[src/rtl/game_sequencer_if.sv]
// rtl/game_sequencer_if.sv - Frame/control bundle between the game top level and game_sequencer
// Purpose: groups the frame strobe, player/collision inputs and the sequencer status outputs.
// Signals:
//   vsync, start, collision, bonus           - inputs to the sequencer
//   intro_cnt[7:0], start_done, new_wave,    - sequencer outputs
//   game_over, lives[LW-1:0], invulnerable,
//   ship_visible, state[1:0]
// Modports: master = game top level, slave = game_sequencer.
interface game_sequencer_if #(
   parameter int LW = 4
);
   logic          vsync;
   logic          start;
   logic          collision;
   logic          bonus;
   logic [7:0]    intro_cnt;
   logic          start_done;
   logic          new_wave;
   logic          game_over;
   logic [LW-1:0] lives;
   logic          invulnerable;
   logic          ship_visible;
   logic [1:0]    state;

   modport master (
      output vsync, start, collision, bonus,
      input  intro_cnt, start_done, new_wave, game_over, lives, invulnerable, ship_visible, state
   );

   modport slave (
      input  vsync, start, collision, bonus,
      output intro_cnt, start_done, new_wave, game_over, lives, invulnerable, ship_visible, state
   );
endinterface

[src/rtl/game_sequencer.sv]
// rtl/game_sequencer.sv - Frame-driven game flow controller (intro, play, respawn, game over)
// Purpose: intro countdown, play/respawn/over state machine, saturating lives counter,
//          post-death invulnerability with ship blink, and one new-wave pulse per game start.
//          All timing is counted in frames on the vsync strobe.
// Ports:
//   clk            - single clock (clk_25)
//   resetN         - asynchronous active-low reset
//   bus (slave)    - vsync/start/collision/bonus in; intro_cnt, start_done, new_wave,
//                    game_over, lives, invulnerable, ship_visible, state out (all registered)
// Optional feature: GAME_SEQ_ATTRACT_EN - OVER restarts by itself after GAMEOVER_FRAMES frames.
module game_sequencer #(
   parameter int INTRO_FRAMES    = 255,
   parameter int NUM_LIVES       = 3,
   parameter int MAX_NUM_LIVES   = 10,
   parameter int RESPAWN_FRAMES  = 120,
   parameter int BLINK_LOG2      = 3,
   parameter int GAMEOVER_FRAMES = 600
) (
   input  logic            clk,
   input  logic            resetN,
   game_sequencer_if.slave bus
);
   localparam int LW     = $clog2(MAX_NUM_LIVES + 1);
   localparam int RW_MIN = $clog2(RESPAWN_FRAMES + 1);
   // The blink bit must exist even for very short respawn windows.
   localparam int RW     = (RW_MIN > BLINK_LOG2 + 1) ? RW_MIN : BLINK_LOG2 + 1;

   localparam logic [LW-1:0] LIVES_INIT = LW'(NUM_LIVES);
   localparam logic [LW-1:0] LIVES_MAX  = LW'(MAX_NUM_LIVES);
   localparam logic [RW-1:0] RESP_LOAD  = RW'(RESPAWN_FRAMES);
   localparam logic [7:0]    INTRO_LAST = 8'(INTRO_FRAMES);

   if (INTRO_FRAMES < 1 || INTRO_FRAMES > 255) begin : g_bad_intro
      $error("game_sequencer: INTRO_FRAMES out of range 1..255");
   end
   if (MAX_NUM_LIVES < NUM_LIVES || NUM_LIVES < 1) begin : g_bad_lives
      $error("game_sequencer: need 1 <= NUM_LIVES <= MAX_NUM_LIVES");
   end
   if (RESPAWN_FRAMES < 1 || GAMEOVER_FRAMES < 1) begin : g_bad_frames
      $error("game_sequencer: RESPAWN_FRAMES and GAMEOVER_FRAMES must be >= 1");
   end

   typedef enum logic [1:0] {
      ST_INTRO   = 2'd0,
      ST_PLAY    = 2'd1,
      ST_RESPAWN = 2'd2,
      ST_OVER    = 2'd3
   } state_t;

   state_t        state_q, state_d;
   logic [7:0]    intro_cnt_q, intro_cnt_d;
   logic          start_done_q, start_done_d;
   logic          new_wave_q, new_wave_d;
   logic          game_over_q, game_over_d;
   logic [LW-1:0] lives_q, lives_d;
   logic          invulnerable_q, invulnerable_d;
   logic          ship_visible_q, ship_visible_d;
   logic [RW-1:0] resp_cnt_q, resp_cnt_d;
   logic          wave_arm_q, wave_arm_d;
   logic          start_prev_q, start_prev_d;
   logic          bonus_prev_q, bonus_prev_d;

   logic          start_rise;
   logic          bonus_rise;
   logic [LW-1:0] lives_bonus;
   logic          restart;

`ifdef GAME_SEQ_ATTRACT_EN
   localparam int AW = $clog2(GAMEOVER_FRAMES + 1);
   logic [AW-1:0] attract_cnt_q, attract_cnt_d;
`endif

   assign start_rise   = bus.start & ~start_prev_q;
   assign bonus_rise   = bus.bonus & ~bonus_prev_q;
   assign start_prev_d = bus.start;
   assign bonus_prev_d = bus.bonus;
   // Lives after a bonus, held at the ceiling.
   assign lives_bonus  = (lives_q < LIVES_MAX) ? lives_q + LW'(1) : LIVES_MAX;

   always_comb begin
      state_d      = state_q;
      intro_cnt_d  = intro_cnt_q;
      start_done_d = start_done_q;
      new_wave_d   = 1'b0;
      lives_d      = lives_q;
      resp_cnt_d   = resp_cnt_q;
      wave_arm_d   = wave_arm_q;
      restart      = 1'b0;
`ifdef GAME_SEQ_ATTRACT_EN
      attract_cnt_d = '0;
`endif

      case (state_q)
         ST_INTRO: begin
            if (bus.vsync) begin
               if (intro_cnt_q < INTRO_LAST) begin
                  intro_cnt_d = intro_cnt_q + 8'd1;
               end else begin
                  state_d      = ST_PLAY;
                  start_done_d = 1'b1;
                  wave_arm_d   = 1'b1;
               end
            end
         end
         ST_PLAY: begin
            if (bus.vsync && wave_arm_q) begin
               new_wave_d = 1'b1;
               wave_arm_d = 1'b0;
            end
            if (bus.collision) begin
               if (bonus_rise) begin
                  // Bonus cancels the loss; only a count already at the ceiling drops,
                  // and the ship always respawns even on its last life.
                  lives_d    = lives_bonus - LW'(1);
                  state_d    = ST_RESPAWN;
                  resp_cnt_d = RESP_LOAD;
               end else if (lives_q > LW'(1)) begin
                  lives_d    = lives_q - LW'(1);
                  state_d    = ST_RESPAWN;
                  resp_cnt_d = RESP_LOAD;
               end else begin
                  lives_d = '0;
                  state_d = ST_OVER;
               end
            end else if (bonus_rise) begin
               lives_d = lives_bonus;
            end
         end
         ST_RESPAWN: begin
            if (bonus_rise) begin
               lives_d = lives_bonus;
            end
            if (bus.vsync) begin
               resp_cnt_d = resp_cnt_q - RW'(1);
               if (resp_cnt_q == RW'(1)) begin
                  state_d = ST_PLAY;
               end
            end
         end
         ST_OVER: begin
`ifdef GAME_SEQ_ATTRACT_EN
            attract_cnt_d = attract_cnt_q;
            if (bus.vsync) begin
               if (attract_cnt_q == AW'(GAMEOVER_FRAMES - 1)) begin
                  restart = 1'b1;
               end else begin
                  attract_cnt_d = attract_cnt_q + AW'(1);
               end
            end
`endif
            if (start_rise) begin
               restart = 1'b1;
            end
         end
         default: state_d = ST_INTRO;
      endcase

      if (restart) begin
         state_d      = ST_INTRO;
         lives_d      = LIVES_INIT;
         intro_cnt_d  = '0;
         start_done_d = 1'b0;
`ifdef GAME_SEQ_ATTRACT_EN
         attract_cnt_d = '0;
`endif
      end

      // Status flags follow the next state so they line up with it on the outputs.
      game_over_d    = (state_d == ST_OVER);
      invulnerable_d = (state_d == ST_RESPAWN);
      if (state_d == ST_OVER) begin
         ship_visible_d = 1'b0;
      end else if (state_d == ST_RESPAWN) begin
         ship_visible_d = ~resp_cnt_d[BLINK_LOG2];
      end else begin
         ship_visible_d = 1'b1;
      end
   end

   always_ff @(posedge clk or negedge resetN) begin
      if (!resetN) begin
         state_q        <= ST_INTRO;
         intro_cnt_q    <= '0;
         start_done_q   <= 1'b0;
         new_wave_q     <= 1'b0;
         game_over_q    <= 1'b0;
         lives_q        <= LIVES_INIT;
         invulnerable_q <= 1'b0;
         ship_visible_q <= 1'b1;
         resp_cnt_q     <= '0;
         wave_arm_q     <= 1'b0;
         start_prev_q   <= 1'b0;
         bonus_prev_q   <= 1'b0;
`ifdef GAME_SEQ_ATTRACT_EN
         attract_cnt_q  <= '0;
`endif
      end else begin
         state_q        <= state_d;
         intro_cnt_q    <= intro_cnt_d;
         start_done_q   <= start_done_d;
         new_wave_q     <= new_wave_d;
         game_over_q    <= game_over_d;
         lives_q        <= lives_d;
         invulnerable_q <= invulnerable_d;
         ship_visible_q <= ship_visible_d;
         resp_cnt_q     <= resp_cnt_d;
         wave_arm_q     <= wave_arm_d;
         start_prev_q   <= start_prev_d;
         bonus_prev_q   <= bonus_prev_d;
`ifdef GAME_SEQ_ATTRACT_EN
         attract_cnt_q  <= attract_cnt_d;
`endif
      end
   end

   assign bus.state        = state_q;
   assign bus.intro_cnt    = intro_cnt_q;
   assign bus.start_done   = start_done_q;
   assign bus.new_wave     = new_wave_q;
   assign bus.game_over    = game_over_q;
   assign bus.lives        = lives_q;
   assign bus.invulnerable = invulnerable_q;
   assign bus.ship_visible = ship_visible_q;
endmodule
[src/flat_wrapper.sv]
// flat-port wrapper written by rule: the top's interface ports become plain ports
module game_sequencer_flat 
#(
   parameter int INTRO_FRAMES    = 255,
   parameter int NUM_LIVES       = 3,
   parameter int MAX_NUM_LIVES   = 10,
   parameter int RESPAWN_FRAMES  = 120,
   parameter int BLINK_LOG2      = 3,
   parameter int GAMEOVER_FRAMES = 600
)
  (clk, resetN, bus_vsync, bus_start, bus_collision, bus_bonus, bus_intro_cnt, bus_start_done, bus_new_wave, bus_game_over, bus_lives, bus_invulnerable, bus_ship_visible, bus_state);
  game_sequencer_if bus_i ();
  input  logic clk;
  input  logic resetN;
  input wire logic [$bits(bus_i.vsync)-1:0] bus_vsync;
  input wire logic [$bits(bus_i.start)-1:0] bus_start;
  input wire logic [$bits(bus_i.collision)-1:0] bus_collision;
  input wire logic [$bits(bus_i.bonus)-1:0] bus_bonus;
  output wire logic [$bits(bus_i.intro_cnt)-1:0] bus_intro_cnt;
  output wire logic [$bits(bus_i.start_done)-1:0] bus_start_done;
  output wire logic [$bits(bus_i.new_wave)-1:0] bus_new_wave;
  output wire logic [$bits(bus_i.game_over)-1:0] bus_game_over;
  output wire logic [$bits(bus_i.lives)-1:0] bus_lives;
  output wire logic [$bits(bus_i.invulnerable)-1:0] bus_invulnerable;
  output wire logic [$bits(bus_i.ship_visible)-1:0] bus_ship_visible;
  output wire logic [$bits(bus_i.state)-1:0] bus_state;
  assign bus_i.vsync = bus_vsync;
  assign bus_i.start = bus_start;
  assign bus_i.collision = bus_collision;
  assign bus_i.bonus = bus_bonus;
  assign bus_intro_cnt = bus_i.intro_cnt;
  assign bus_start_done = bus_i.start_done;
  assign bus_new_wave = bus_i.new_wave;
  assign bus_game_over = bus_i.game_over;
  assign bus_lives = bus_i.lives;
  assign bus_invulnerable = bus_i.invulnerable;
  assign bus_ship_visible = bus_i.ship_visible;
  assign bus_state = bus_i.state;
  game_sequencer #(.INTRO_FRAMES(INTRO_FRAMES), .NUM_LIVES(NUM_LIVES), .MAX_NUM_LIVES(MAX_NUM_LIVES), .RESPAWN_FRAMES(RESPAWN_FRAMES), .BLINK_LOG2(BLINK_LOG2), .GAMEOVER_FRAMES(GAMEOVER_FRAMES)) u_core (.clk(clk), .resetN(resetN), .bus(bus_i));
endmodule
[config.mk]
export PLATFORM = sky130hd
export DESIGN_NAME = game_sequencer_flat
export DESIGN_NICKNAME = d
export VERILOG_FILES = /design/src/rtl/game_sequencer_if.sv /design/src/rtl/game_sequencer.sv /design/src/flat_wrapper.sv
export SDC_FILE = /design/constraint.sdc
export NUM_CORES = 1
export LEC_CHECK = 0
export CAP_MARGIN = 30
export CORE_MARGIN = 10
export CORE_UTILIZATION = 40
export CTS_CLUSTER_DIAMETER = 30
export DETAILED_ROUTE_END_ITERATION = 8
export GPL_TIMING_DRIVEN = 0
export PLACE_DENSITY_LB_ADDON = 0.12
export SETUP_SLACK_MARGIN = 0.2
export SLEW_MARGIN = 20
export SYNTH_ARGS = -nofsm -noshare
export SYNTH_HDL_FRONTEND = slang
export SYNTH_SLANG_ARGS = --single-unit
[constraint.sdc]
create_clock -name clk -period 5.1 [get_ports clk]
set_input_delay 1.02 -clock clk [delete_from_list [all_inputs] [get_ports clk]]
set_output_delay 1.02 -clock clk [all_outputs]
set_load 0.1 [all_outputs]
==> summary.md <==
| Metric | Value |
|---|---|
| Status | `finished clean` |
| Final HPWL DP | `3.52 mm` |
| Routed WL per cell | `15.1 µm` |
| Min-delay worst type | `flop to flop` |
| Final WL | `4.75 mm` |
| Global Route Usage Sum | `12.0%` |
| Largest cells by area after synthesis | `dfrtp_1 (33%), ha_1 (7.1%), dfstp_2 (4.0%)` |
| Starting Density | `41.3%` |
| Post-Syn Area | `1950 µm²` |
| Die X | `89.8 µm` |
| Fmax | `0.330 GHz` |
| Synthesized Nets | `232` |
| Vias in the first global route | `1664` |
| Total gr overflow | `0` |
| Initial antenna violation count | `0` |
| Final instance count without filler cells | `314` |
| Worst setup EP type | `output port` |
| Cts bufs inserted | `5` |
| Register area share after synthesis | `37.4%` |
| Post-synth ARST share | `100%` |
| Row cnt | `25` |
| Final setup TNS | `0 ns` |
| Min Tclk post-route | `3.03 ns` |
| EDFF count, synth | `0` |
| Final setup violation count | `0` |
| Reg-to-reg slack, setup | `2.50 ns` |
| Setup Crit Path Kind | `flop to output port` |
| RD Place Congestion | `0.842` |
| P_leak | `0.952 nW` |
| Layout fillers | `460` |
| Hold-fix buffers, CTS | `0` |
| Max VDD drop | `0.000341 V` |
| Design Area, Final | `2360 µm²` |
| Slew Limit Fails | `0` |
| Post-cts resize count | `0` |
| Diodes inserted | `0` |
| Crit path largest cell delay | `1.15 ns` |
| IO Count | `25` |
| Cell Pwr Density | `658 nW/µm²` |
| 1st-pass router iterations | `4` |
| Crit share post-route | `59.4%` |
| Post-layout power | `1.55 mW` |
| Synth Flop Type | `dfrtp_1` |
| Worst Path Arrival | `2.01 ns` |
| Crit-path cells | `clkdlybuf4s50_1` |
| Mapped Cells | `215` |
| Max Buffers Root-to-Sink | `2` |
| Post-route ant nets | `0` |
| Yosys top cell by area | `dfrtp_1` |
| Slowest stage cell, crit path | `clkdlybuf4s50_1` |
| Clock Skew | `0.00546 ns` |
| Buf+Inv Stages, Crit Path | `1` |
| Clock latency on the worst-skew pair | `0.28 ns` |
| CTS Sinks | `29` |
| Placed insts | `306` |
| Synth top area share | `33.4%` |
| Final Net Count | `263` |
| RSZ-0062 raised after global routing | `false` |
| Setup bufs post-CTS | `0` |
| Syn-to-layout area delta | `20.8%` |
| Via/cell ratio | `5.54` |
| Worst Max-Slew Pin Slew | `0.970 ns` |
| Global-route wire length before repair | `8.16 mm` |
| Worst slew margin | `35.1%` |
| Core region area | `4720 µm²` |
| Final Hold Viols | `0` |
| Number of I/O port buffers | `24` |
| CTS tree | `built` |
| DR vias | `1740` |
| MaxCap Viol Count | `0` |
| Yosys cell types | `61` |
| Sequential cell area | `729 µm²` |
| Avg Synthesized Cell Area | `9.07 µm²` |
| Clock transition at the registers of the reported paths | `0.07 ns` |
| Setup crit start kind | `flop` |
| Area of the multi-input gates | `1120 µm²` |
| Die Area | `8070 µm²` |
| Drt drc | `0` |
| Post-DP Area | `2270 µm²` |
| Hold WS | `0.508 ns` |
| Req. time, crit path | `4.08 ns` |
| FF+latch count, synth | `29` |
| Critical Path Fanout Max | `4` |
| Die Height | `89.8 µm` |
| Share of layout cells above drive strength 1 | `11.3%` |
| Root Driver | `clkbuf_8` |
| Initial detailed-routing violation count | `110` |
| H-Tree Depth | `2` |
| Top delay family on crit path | `buffers and inverters` |
| Largest net degree at the start of global routing | `30` |
| Yosys warns | `0` |
## logic make-up after synthesis
| group | share of synthesized area [%] |
|---|---|
| AOI/OAI and AO/OA | 24.5 |
| xor gates and xnor gates | 1.80 |
| adders and majority gates | 7.06 |
| buffers and inverters | 5.26 |
| DFF | 37.4 |
| muxes | 1.09 |
| and+or+nand+nor | 22.9 |
## registers in the layout, summed over array words and instances (netlist names)
signal and flops:
u_core.bonus_prev_q 1, u_core.bus.new_wave 1, u_core.bus.lives 4, u_core.bus.ship_visible 1, u_core.bus.intro_cnt 8, u_core.bus.game_over 1, u_core.resp_cnt_q 7, u_core.start_prev_q 1
u_core.bus.state 2, u_core.wave_arm_q 1, u_core.bus.invulnerable 1, u_core.bus.start_done 1
## tightest hold or removal path: stages, from the launching register on
cell and delay, ns:
dfrtp_1 0.34, nor2_1 0.05, nor2_1 0.08
## cell type report
cell class	instances	share of cell area, %
multi-input combinational	162	47.5
inverter	13	2.07
tap	67	3.56
timing repair buffer	24	9.98
clock buffer	5	2.92
sequential	29	31.0
buffer	11	2.28
clock inverter	3	0.743
## where the power goes
part	switching, mW	internal (mW)	total [mW]
Clock	0.0911	0.0939	0.185
Sequential	0.0875	0.306	0.393
Combinational	0.670	0.303	0.973
Total	0.849	0.702	1.55
## placed cells by master, fill, tap and decap left out, types with 5 or more instances in the layout
master           count
nand2_1             17
a21oi_1             11
dfrtp_1             26
nor3_1               7
o21ai_0              7
o31ai_1              8
o21a_1               5
clkdlybuf4s50_1     23
clkbuf_1             8
ha_1                11
inv_1               13
clkbuf_8             5
nor2_1              14
## per-stage QoR
step | util [%] | setup WS [ns]
final | 49.9 | 2.07
after global routing | 49.9 | 2.03
after CTS | 49.9 | 2.06
after detailed placement | 48.1 | 2.12
after global placement | 48.2 | 2.13
after floorplan | - | 2.40
## path summary, 6_finish.rpt
| kind | start | endpoint | cells past startpoint |
|---|---|---|---|
| setup / recovery | u_core.bus.lives[0]$_DFFE_PN1P_ | bus_lives[0] | 1 |
| hold / removal | u_core.bus.start_done$_DFFE_PN0P_ | u_core.bus.start_done$_DFFE_PN0P_ | 2 |
| setup reg to reg | u_core.bus.lives[0]$_DFFE_PN1P_ | u_core.resp_cnt_q[6]$_DFFE_PN0P_ | 8 |
| hold reg to reg | u_core.bus.start_done$_DFFE_PN0P_ | u_core.bus.start_done$_DFFE_PN0P_ | 2 |
| max in group asynchronous | resetN | u_core.bus.intro_cnt[4]$_DFFE_PN0P_ | 1 |
| min in group asynchronous | resetN | u_core.resp_cnt_q[4]$_DFFE_PN0P_ | 1 |
## routing by layer
metal / GRT usage [%] / vias up / routed length [µm]
met1: 15.6 / 821 / 2300
met3: 3.74 / 7 / 245
met4: 4.85 / 0 / 84
met2: 17.9 / 47 / 2120
met5: 0 / - / 0
li1: - / 865 / -
## cells in the mapped netlist, drive strengths merged (2+ instances only)
cell type / n
dfrtp: 26
nand2: 17
nor2: 14
inv: 13
a21oi: 11
ha: 11
clkbuf: 8
o31ai: 8
nor3: 7
o21ai: 7
o21a: 5
a211oi: 4
nand3: 4
nor2b: 4
nor4: 4
or3: 4
buf: 3
dfstp: 3
nand2b: 3
nand4: 3
o211ai: 3
o311ai: 3
o31a: 3
or2: 3
or3b: 3
or4: 3
xnor2: 3
a21boi: 2
a221o: 2
a31oi: 2
and3: 2
and4: 2
o2bb2ai: 2
Note: power is estimated with default switching activity, not from simulation.
